### src/rtl/mem2_load_unit.sv
// MEM2 load-return unit: tracks the single outstanding dcache load, aligns and
// extends the returned word, and buffers it while WB applies backpressure.

module mem2_load_align (
  input  logic [2:0]  load_type,
  input  logic [1:0]  addr_lo,
  input  logic [31:0] word,
  output logic [31:0] data
);
  logic [15:0] half;
  logic [7:0]  byte_sel;

  always_comb begin
    half = addr_lo[1] ? word[31:16] : word[15:0];
    case (addr_lo)
      2'b00:   byte_sel = word[7:0];
      2'b01:   byte_sel = word[15:8];
      2'b10:   byte_sel = word[23:16];
      default: byte_sel = word[31:24];
    endcase
    case (load_type)
      3'b001:  data = {{16{half[15]}}, half};
      3'b010:  data = {16'h0, half};
      3'b011:  data = {{24{byte_sel[7]}}, byte_sel};
      3'b100:  data = {24'h0, byte_sel};
      default: data = word;  // LW and the unused encodings
    endcase
  end
endmodule

module mem2_load_unit (
  input  logic        clk,
  input  logic        rst,
  input  logic        mem2_valid,
  input  logic        mem2_is_load,
  input  logic [2:0]  mem2_load_type,
  input  logic [1:0]  mem2_addr_lo,
  input  logic        mem2_flush,
  input  logic        wb_allow,
  input  logic        dcache_data_ok,
  input  logic [31:0] dcache_rdata,
  output logic [31:0] load_data,
  output logic        load_data_valid,
  output logic        mem2_stall_req
);
  localparam logic [1:0] IDLE  = 2'd0;
  localparam logic [1:0] WAIT  = 2'd1;
  localparam logic [1:0] HOLD  = 2'd2;
  localparam logic [1:0] DRAIN = 2'd3;

  logic [1:0]  state, state_nxt;
  logic [31:0] buffer;
  logic        capture;
  logic        load_present;
  logic        from_rdata;
  logic [31:0] word;
  logic [31:0] aligned;

  assign load_present = mem2_valid & mem2_is_load & ~mem2_flush;

  // A response in IDLE only belongs to us if a load is actually present.
  assign from_rdata = dcache_data_ok &
                      (((state == IDLE) & load_present) | (state == WAIT));

  always_comb begin
    state_nxt = state;
    capture   = 1'b0;
    case (state)
      IDLE: if (load_present) begin
        if (!dcache_data_ok)  state_nxt = WAIT;
        else if (!wb_allow) begin
          state_nxt = HOLD;
          capture   = 1'b1;
        end
      end
      WAIT: begin
        if (mem2_flush)          state_nxt = dcache_data_ok ? IDLE : DRAIN;
        else if (dcache_data_ok) begin
          if (wb_allow) state_nxt = IDLE;
          else begin
            state_nxt = HOLD;
            capture   = 1'b1;
          end
        end
      end
      HOLD:  if (mem2_flush || wb_allow) state_nxt = IDLE;
      default: if (dcache_data_ok)       state_nxt = IDLE;
    endcase
  end

  always_ff @(posedge clk) begin
    if (rst) begin
      state  <= IDLE;
      buffer <= 32'h0;
    end else begin
      state <= state_nxt;
      if (capture) buffer <= dcache_rdata;
    end
  end

  always_comb begin
    word = 32'h0;
    if (from_rdata)          word = dcache_rdata;
    else if (state == HOLD)  word = buffer;
  end

  mem2_load_align u_align (
    .load_type (mem2_load_type),
    .addr_lo   (mem2_addr_lo),
    .word      (word),
    .data      (aligned)
  );

  assign load_data_valid = (from_rdata | (state == HOLD)) & ~mem2_flush;
  assign load_data       = load_data_valid ? aligned : 32'h0;

  // HOLD never stalls: the WB stall already freezes MEM2.
  assign mem2_stall_req = ((state == WAIT) & ~dcache_data_ok) |
                          ((state == IDLE) & load_present & ~dcache_data_ok) |
                          (state == DRAIN);
endmodule
### config.mk
export PLATFORM = sky130hd
export DESIGN_NAME = mem2_load_unit
export DESIGN_NICKNAME = d
export VERILOG_FILES = /design/src/rtl/mem2_load_unit.sv
export SDC_FILE = /design/constraint.sdc
export NUM_CORES = 1
export LEC_CHECK = 0
export ABC_AREA = 0
export BUFFER_PORTS_ARGS = -buffer_cell sky130_fd_sc_hd__buf_2
export CORE_MARGIN = 4
export CORE_UTILIZATION = 30
export CTS_CLUSTER_SIZE = 28
export DETAILED_ROUTE_END_ITERATION = 6
export SLEW_MARGIN = 20
export SYNTH_ARGS = -nofsm -noshare
export SYNTH_HDL_FRONTEND = slang
export SYNTH_SLANG_ARGS = --single-unit
export TNS_END_PERCENT = 100
### constraint.sdc
create_clock -name clk -period 2.7 [get_ports clk]
set_clock_uncertainty 0.05 [all_clocks]
set_input_delay 0.135 -clock clk [delete_from_list [all_inputs] [get_ports clk]]
set_output_delay 0.135 -clock clk [all_outputs]
set_load 0.005 [all_outputs]
==> results of run 1 <==
==> worst register-to-register path, delay by kind of cell (launching register included) <==
family          cells  cell delay (ns)
buf+inv             4             0.78
flops               1             0.34
compound gates      2             0.34
simple gates        2             0.31
fa+ha+maj           1             0.29
==> final cells by class <==
cell class                 count  area (um^2)  share of cell area (%)
sequential                    34          683                    18.9
inverter                       8         32.5                   0.899
tap                          108          135                    3.73
multi-input combinational    362         2030                    56.2
timing repair buffer         102          619                    17.1
clock inverter                 3         45.0                    1.24
clock buffer                   5         68.8                    1.90
==> through the flow <==
stage          total power, W  setup WS (ns)
2_1_floorplan        0.000883          0.293
3_3_place_gp          0.00109         0.0940
3_5_place_dp          0.00110         0.0136
4_1_cts               0.00163         -0.138
5_1_grt               0.00173         -0.240
6_report              0.00166         -0.150
==> worst max path at each step <==
stage	startpoint	end	slack, ns	cells after the start
floorplan	state[0]$_SDFFE_PP0P_	load_data[19]	0.29	10
global placement	state[0]$_SDFFE_PP0P_	load_data[14]	0.09	9
detailed placement	state[1]$_SDFFE_PP0P_	load_data[2]	0.01	8
CTS	state[0]$_SDFFE_PP0P_	load_data[22]	-0.14	10
global route	state[1]$_SDFFE_PP0P_	load_data[22]	-0.24	11
finish	state[0]$_SDFFE_PP0P_	load_data[22]	-0.15	11
==> per-layer routing <==
layer / vias to the layer above / global-route usage [%]
met4: 0 / 4.94
met3: 17 / 2.92
met5: - / 0
li1: 1676 / -
met2: 156 / 28.8
met1: 1638 / 27.0
==> flip-flops by register name, summed over array words and instances (netlist names) <==
| name | cells |
|---|---|
| buffer | 32 |
| state | 2 |
==> cell usage after synthesis, types with 2 or more instances <==
master | count | share of area, %
nor2b_1 | 2 | 0.45
xnor2_1 | 2 | 0.63
a21oi_1 | 68 | 12
a21o_1 | 6 | 1.6
buf_1 | 3 | 0.40
o21ai_0 | 17 | 3.1
mux4_2 | 2 | 1.6
nor3_1 | 4 | 0.72
o31ai_1 | 3 | 0.81
inv_1 | 7 | 0.94
nand3b_1 | 3 | 0.81
nor3b_1 | 2 | 0.54
a311o_1 | 2 | 0.72
nor2_1 | 9 | 1.2
nand2b_1 | 2 | 0.45
a22oi_1 | 6 | 1.6
a211oi_1 | 2 | 0.54
buf_6 | 2 | 0.81
and2_1 | 2 | 0.45
o22ai_1 | 6 | 1.3
or3b_2 | 2 | 0.63
o21a_1 | 2 | 0.54
a31oi_1 | 2 | 0.45
a32oi_1 | 5 | 1.6
mux2_2 | 2 | 0.81
nand2_1 | 149 | 20
a311oi_1 | 2 | 0.63
buf_2 | 2 | 0.36
clkbuf_1 | 27 | 3.6
ha_1 | 4 | 1.8
dfxtp_1 | 34 | 24
and3_1 | 8 | 1.8
o21ai_2 | 2 | 0.63
nand3_1 | 26 | 4.7
mux2i_1 | 4 | 1.4
==> logic make-up after synthesis <==
| kind of cell | synth area share (%) |
|---|---|
| adders and majority gates | 2.15 |
| and+or+nand+nor | 34.6 |
| xor gates and xnor gates | 0.628 |
| DFF | 24.4 |
| buffers and inverters | 6.28 |
| AOI/OAI and AO/OA | 28.0 |
| muxes | 3.86 |
==> report_power, final <==
group / total (W) / switching, W / internal (W)
sequential: 0.000538 / 0.0000151 / 0.000523
combinational: 0.000627 / 0.000392 / 0.000235
clock: 0.000491 / 0.000216 / 0.000275
==> what timing repair did <==
action,CTS,global route
resized for setup,19,19
endpoints found under the setup margin,29,32
setup buffers,3,0
pin swaps,3,0
==> metrics, run 1 <==
status finished with violations; violations in the final reports negative setup slack; Critical Path RT 2.52 ns; Reg2Reg Setup Slack 0.52 ns; largest net degree at the start of global routing 35; M1 WL 4850 um; TritonCTS Buffers 5; yosys warns 0; reg-to-reg startpoint state[1]$_SDFFE_PP0P_; number of flops mapped to enable cells by yosys 0; fin util 40.7%; die footprint 0.0109 mm^2; CTS tree yes; fill count 959; max incr delay on CP 0.45 ns; final net count 561; Unique masters post-synth 52; worst hold path class primary input to flop; max-slew violation count 0; Setup CP Type flop to output port; Mapped Avg Cell Area 6.37 um^2; drt first pass iters 5; CP Data Arrival Time 2.67 ns; initial antenna violation count 0; Leakage Power 1.58 nW; Worst-path clk slew 0.09 ns; Vias 3487; Synth Flop Type dfxtp_1; DP Cell Count 611; asr flop ratio synth 0%; htree depth 2; Buf/Inv on CP 4; Max Used Layer met4; Clock Path Buffers 2; cell area after synthesis 0.00279 mm^2; met2 wire len 4840 um; CP max FO 13; fin cells 622; Syn-to-layout area delta 29.7%; R2R Path End buffer[27]$_SDFFE_PP0P_; IO buf count 77; detailed-route DRC error count 0; io pins 78; WHS Path Cells 3; final wirelength 10700 um; CTS Hold Bufs 0; starting density of the core 31.4%; GRT overflow 0; met3 WL 808 um; fmax 0.351 GHz; min cycle time layout 2.85 ns; Crit-path slowest cell a2111oi_2; first-pass GRT wire length 16700 um; final worst slack -0.150 ns; share of layout cells above drive strength 1 29.4%; Core Area 0.00889 mm^2; fin area 0.00362 mm^2; GPL Wtd Cong 0.956; crit start category flop; worst-path cell chain inv_2, ha_4, and4b_2, o21ai_2, a2111oi_2, nor4_2, buf_4, a31oi_2, buf_12, o31ai_2, buf_2; Tot GR Track Use 18.7%; cells on worst reg2reg path 9; most frequent cells in the layout nand2_1 (143), buf_2 (74), a21oi_1 (65); CTS sink cnt 34; family with the most delay on the worst path compound AO/OA/AOI/OAI gates; Rows 34; starting DRC count in detailed routing 262; Synth Instances 438; Placed Instance Area 0.00335 mm^2; dpl hpwl 7610 um; Die Span X 104 um; Synthesized Nets 486; Max VDD drop 0.000180 V; antenna cells 0; Max-slew headroom 51.9%; Yosys reg bits 34; setup violators final 26; number of global-route vias before repair 3230; Min Hold Slack 0.0360 ns; pwr dens 458 mW/mm^2; worst hold start dcache_rdata[20]; RSZ-0062 raised after global routing true; drt wl/cell 17.2 um; root buffer cell clkbuf_8; commonest non-fill, non-tap cell in the layout nand2_1; Tcrit/Tclk final 106%; Via density 5.61; endpoints failing hold 0; DRT antenna net count 0; clk_lat worst skew 0.29 ns; Max Cap Violations 0; post-synthesis sequential area ratio 24.4%; setup_tns -2.35 ns; Die Span Y 104 um; Tightest Pin Transition 0.722 ns; Hold EP buffer[20]$_SDFFE_PP0P_; Worst Setup End Kind output port
No activity file was read; power rests on OpenSTA's default activity.
==> inputs of run 2 (changes only) <==
--- a/config.mk
+++ b/config.mk
@@ -7,10 +7,13 @@
 export LEC_CHECK = 0
 export ABC_AREA = 0
 export BUFFER_PORTS_ARGS = -buffer_cell sky130_fd_sc_hd__buf_2
+export CELL_PAD_IN_SITES_DETAIL_PLACEMENT = 1
+export CELL_PAD_IN_SITES_GLOBAL_PLACEMENT = 1
 export CORE_MARGIN = 4
 export CORE_UTILIZATION = 30
 export CTS_CLUSTER_SIZE = 28
 export DETAILED_ROUTE_END_ITERATION = 6
+export PLACE_DENSITY_LB_ADDON = 0.1
 export SLEW_MARGIN = 20
 export SYNTH_ARGS = -nofsm -noshare
 export SYNTH_HDL_FRONTEND = slang
==> metrics, run 2 (synthesized netlist as in run 1, its figures left out) <==
CP Data Arrival Time 2.74 ns (+0.07 ns); starting density of the core 31.4% (unchanged); fin cells 652 (+4.8%); Syn-to-layout area delta 52.8%; final wirelength 13700 um (+29%); antenna cells 0 (unchanged); area of the multi-input gates 0.00226 mm^2 (+11%); most frequent cells in the layout nand2_1 (132), buf_2 (73), a21oi_1 (54); max-slew violation count 0 (unchanged); die footprint 0.0109 mm^2 (unchanged); Critical Path RT 2.52 ns (about the same); Tot GR Track Use 22.1% (+3.4 points); min cycle time layout 2.93 ns (+0.0786 ns); register area 683 um^2 (unchanged); status finished with violations; largest net degree at the start of global routing 35 (unchanged); busiest layer in global routing met2; met3 usage 3.85% (+0.93 points); fill count 1126 (+17%); drt wl/cell 21.1 um (+23%); biggest regs buffer x32, state x2; Core Area 0.00889 mm^2 (unchanged); final worst slack -0.229 ns (-0.0786 ns); Worst-path clk slew 0.09 ns (about the same); Max VDD drop 0.000178 V (-1.1%); setup violators final 29 (+12%); violations in the final reports negative setup slack; GRT overflow 0 (unchanged); Tcrit/Tclk final 108% (+2.9 points); detailed-route DRC error count 0 (unchanged); initial antenna violation count 0 (unchanged); Leakage Power 1.82 nW (+15%); IO buf count 77 (unchanged); number of global-route vias before repair 3617 (+12%); DP Cell Count 614 (+0.49%); met1 Use GR 29.1% (+2.1 points); endpoints failing hold 0 (unchanged); pwr dens 422 mW/mm^2 (-7.8%); share of layout cells above drive strength 1 40.4% (+11 points); M2 GR Usage 37.7% (+8.9 points); drt first pass iters 5 (unchanged); Max-slew headroom 49.2% (-2.7 points); final net count 591 (+5.3%); fmax 0.341 GHz (-2.7%); first-pass GRT wire length 19500 um (+17%); Rows 34 (unchanged); CTS tree yes; CTS Hold Bufs 0 (unchanged); CP max FO 7 (-6); Max Cap Violations 0 (unchanged); worst slack, placed -0.119 ns (-0.133 ns); root buffer cell clkbuf_8; crit start category flop; Clock Path Buffers 2 (unchanged); Setup CP Type flop to output port; Vias 3696 (+6.0%); clk_lat worst skew 0.30 ns (about the same); Tightest Pin Transition 0.762 ns (+0.0404 ns); RSZ-0062 raised after global routing true; Most flops, register buffer; Worst Setup End Kind output port; dpl hpwl 8500 um (+12%); Die Span X 104 um (unchanged); GPL Wtd Cong 0.894 (-6.4%); worst hold path class primary input to flop; Via density 5.67 (+1.1%); commonest non-fill, non-tap cell in the layout nand2_1; TritonCTS Buffers 5 (unchanged); Die Span Y 104 um (unchanged); io pins 78 (unchanged); starting DRC count in detailed routing 176 (-33%); htree depth 2 (unchanged); number of flip-flops in the largest register 32 (unchanged); DRT antenna net count 0 (unchanged); CTS sink cnt 34 (unchanged)
[run 2: cell count changes in the layout (fill, tap and decap cells not counted), sizes merged]
cell and change:
clkbuf +6, bufinv -1, buf +25, clkinvlp -1
inv +1
[run 2: per-layer routing]
| layer | vias to the layer above | routed length, um | part of all wire (%) |
|---|---|---|---|
| met5 | - | 0 | 0 |
| met3 | 20 | 784 | 5.7 |
| met4 | 0 | 301 | 2.2 |
| li1 | 1742 | - | - |
| met1 | 1799 | 5930 | 43 |
| met2 | 135 | 6720 | 49 |
[run 2: critical path, cell delays in order (launching register included)]
cell and delay [ns]:
dfxtp_2 0.34, inv_2 0.08, ha_4 0.14, and4b_2 0.28, buf_4 0.14, o21ai_4 0.09, buf_4 0.18, a2111oi_4 0.31
nor4_2 0.06, buf_4 0.17, a31oi_4 0.18, buf_12 0.14, buf_12 0.12, o31ai_1 0.06, buf_2 0.16
[run 2: worst paths after layout]
path,from,end,slack [ns],cells after the start
worst max-delay path,state[1]$_SDFFE_PP0P_,load_data[22],-0.23,14
worst min-delay path,dcache_rdata[2],buffer[2]$_SDFFE_PP0P_,0.04,3
worst max register to register,state[1]$_SDFFE_PP0P_,state[0]$_SDFFE_PP0P_,0.53,8
worst min register to register,buffer[22]$_SDFFE_PP0P_,buffer[22]$_SDFFE_PP0P_,0.41,2
[run 2: area by class of cell]
class                      instances  area share, %
inverter                           8          0.705
multi-input combinational        362           53.0
timing repair buffer             132           24.8
tap                              108           3.17
clock buffer                       6           1.94
sequential                        34           16.0
clock inverter                     2          0.294
[run 2: what timing repair did]
action                     in CTS  in global routing
gates resized for setup        39                 67
pin swaps                       5                 18
setup endpoints to repair      32                 32
gates cloned                    2                  6
buffers inserted               11                 13
[run 2: where the power goes]
| group | internal [W] | leakage, nW | total (W) | switching (W) |
|---|---|---|---|---|
| Sequential | 0.000523 | 0.275 | 0.000537 | 0.0000144 |
| Clock | 0.000206 | 0.0472 | 0.000427 | 0.000221 |
| Combinational | 0.000352 | 1.50 | 0.000833 | 0.000482 |
| Total | 0.00108 | 1.82 | 0.00180 | 0.000717 |
[run 2: metrics by stage]
step	power (W)	instance area [um^2]	util, %	TNS, ns	hold WS, ns
final	0.00180	4260	47.9	-4.33	0.0365
after global routing	0.00189	4260	47.9	-7.67	0.0305
after CTS	0.00164	3770	42.4	-2.68	0.0332
after detailed placement	0.00113	3390	38.1	-1.23	0.346
after global placement	0.00112	3390	38.1	0	0.341
after floorplan	0.000883	2790	-	0	0.221
==> inputs of run 3 (changes only) <==
--- a/config.mk
+++ b/config.mk
@@ -14,6 +14,7 @@
 export CTS_CLUSTER_SIZE = 28
 export DETAILED_ROUTE_END_ITERATION = 6
 export PLACE_DENSITY_LB_ADDON = 0.1
+export SKIP_LAST_GASP = 1
 export SLEW_MARGIN = 20
 export SYNTH_ARGS = -nofsm -noshare
 export SYNTH_HDL_FRONTEND = slang
==> metrics, run 3 (synthesized netlist as in run 1, its figures left out) <==
status finished with violations; violations in the final reports negative setup slack; fmax 0.341 GHz (about the same); setup_tns -4.38 ns (-0.0414 ns); fin cells 652 (unchanged); io pins 78 (unchanged); Flop pwr share 29.8% (about the same); reg-to-reg startpoint state[1]$_SDFFE_PP0P_; share of total power in the clock network 24.1% (+0.4 points); clk_lat worst skew 0.30 ns (about the same); Tcrit/Tclk final 109% (about the same); Clock Path Buffers 2 (unchanged); most frequent cells in the layout nand2_1 (132), buf_2 (73), a21oi_1 (54); Critical Path RT 2.52 ns (about the same); crit start category flop; Leakage Power 1.82 nW (+0.20%); Die Span X 104 um (unchanged); CTS tree yes; Worst-path clk slew 0.09 ns (about the same); R2R Path End state[0]$_SDFFE_PP0P_; final net count 591 (unchanged); detailed-route DRC error count 0 (unchanged); worst hold start dcache_rdata[20]; initial antenna violation count 0 (unchanged); worst slack, placed -0.119 ns (unchanged); Max Cap Violations 0 (unchanged); htree depth 2 (unchanged); Gate power share 46.1% (-0.3 points); WHS Path Cells 3 (unchanged); met3 usage 3.85% (unchanged); Buf/Inv on CP 4 (-3); Switching Share 40.1% (+0.14 points); worst hold path class primary input to flop; min cycle time layout 2.93 ns (+0.00223 ns); cells on worst reg2reg path 8 (unchanged); Int Pwr 0.00108 W (about the same); Max-slew headroom 49.6% (+0.43 points); pwr dens 425 mW/mm^2 (+0.63%); max-slew violation count 0 (unchanged); M2 GR Usage 37.7% (unchanged); DP Cell Count 614 (unchanged); starting DRC count in detailed routing 145 (-18%); die footprint 0.0109 mm^2 (unchanged); root buffer cell clkbuf_8; Hold EP buffer[20]$_SDFFE_PP0P_; TritonCTS Buffers 5 (unchanged); Most flops, register buffer; family with the most delay on the worst path buffers and inverters; CTS sink cnt 34 (unchanged); antenna cells 0 (unchanged); Crit-path slowest cell mux4_2; biggest regs buffer x32, state x2; Worst Setup End Kind output port; setup violators final 28 (-3.4%); IO buf count 77 (unchanged); Die Span Y 104 um (unchanged); CP Data Arrival Time 2.75 ns (about the same); Sw Pwr 0.000721 W (+0.52%); fill count 1129 (+0.27%); Vias 3716 (+0.54%); CP max FO 7 (unchanged); GPL Wtd Cong 0.894 (unchanged); endpoints failing hold 0 (unchanged); share of layout cells above drive strength 1 39.7% (-0.74 points); Max VDD drop 0.000182 V (+2.1%); max incr delay on CP 0.50 ns (+0.16 ns); number of global-route vias before repair 3617 (unchanged); PnR Total Power 0.00180 W (+0.16%); Rows 34 (unchanged); first-pass GRT wire length 19500 um (unchanged); final worst slack -0.231 ns (-0.00223 ns); number of flip-flops in the largest register 32 (unchanged); drt first pass iters 5 (unchanged); GRT overflow 0 (unchanged); DRT antenna net count 0 (unchanged); met1 Use GR 29.1% (unchanged); Core Area 0.00889 mm^2 (unchanged); Tightest Pin Transition 0.756 ns (-0.00650 ns); Tot GR Track Use 22.1% (unchanged); worst-path cell chain inv_2, ha_4, and4b_2, mux4_2, a311o_1, nor4_4, a31oi_4, buf_12, buf_12, o31ai_1, buf_2; RSZ-0062 raised after global routing true; busiest layer in global routing met2; commonest non-fill, non-tap cell in the layout nand2_1; largest net degree at the start of global routing 35 (unchanged); fin util 47.7% (-0.23 points); starting density of the core 31.4% (unchanged); Reg2Reg Setup Slack 0.53 ns (about the same); crit-path most repeated cell buf_12; Via density 5.70 (+0.54%); Setup CP Type flop to output port; final wirelength 13700 um (-0.15%); dpl hpwl 8500 um (unchanged); drt wl/cell 21.0 um (-0.15%); Syn-to-layout area delta 52.0%
-- run 3: metrics by stage --
step / area [um^2] / hold slack (ns)
after floorplan: 2790 / 0.221
after global placement: 3390 / 0.341
after detailed placement: 3390 / 0.346
after CTS: 3770 / 0.0332
after global routing: 4240 / 0.0304
final: 4240 / 0.0328
-- run 3: per-layer routing --
layer,vias to the layer above,share of wire [%]
met5,-,0
met4,0,2.8
met3,35,5.1
met2,130,48
met1,1812,44
li1,1739,-
-- run 3: power by group through the flow --
stage          sequential [W]  combinational, W  clock, W
2_1_floorplan        0.000543          0.000340         0
3_3_place_gp         0.000544          0.000576         0
3_5_place_dp         0.000545          0.000583         0
4_1_cts              0.000535          0.000666  0.000436
5_1_grt              0.000540          0.000882  0.000466
6_report             0.000537          0.000830  0.000434
-- run 3: worst max-delay path by stage --
stage,slack (ns),startpoint,cells after the start,to
floorplan,0.29,state[0]$_SDFFE_PP0P_,10,load_data[19]
global placement,0.02,state[1]$_SDFFE_PP0P_,10,load_data[16]
detailed placement,-0.12,state[1]$_SDFFE_PP0P_,10,load_data[26]
CTS,-0.21,state[1]$_SDFFE_PP0P_,11,load_data[22]
global route,-0.35,state[1]$_SDFFE_PP0P_,11,load_data[16]
finish,-0.23,state[1]$_SDFFE_PP0P_,11,load_data[22]
-- run 3: area by class of cell --
cell class	count	area [um^2]	share of cell area, %
clock buffers	6	82.6	1.95
repair buffers	132	1060	25.0
flip-flops and latches	34	683	16.1
inverters	8	30.0	0.708
multi-input cells	362	2240	52.8
clock inverters	2	12.5	0.295
well taps	108	135	3.19
-- run 3: worst reg2reg max path: cells and delay by family, from the launching register on --
kind / cells / cell delay [ns]
buf+inv: 3 / 0.49
simple gates: 1 / 0.36
fa+ha+maj: 1 / 0.24
flops: 1 / 0.34
compound gates: 3 / 0.62
-- run 3: timing repair --
action,in CTS,in global routing
hold buffers,0,0
cloned,2,6
setup buffers,11,13
pin swaps,5,18
gates resized for setup,39,63
endpoints found under the setup margin,32,32
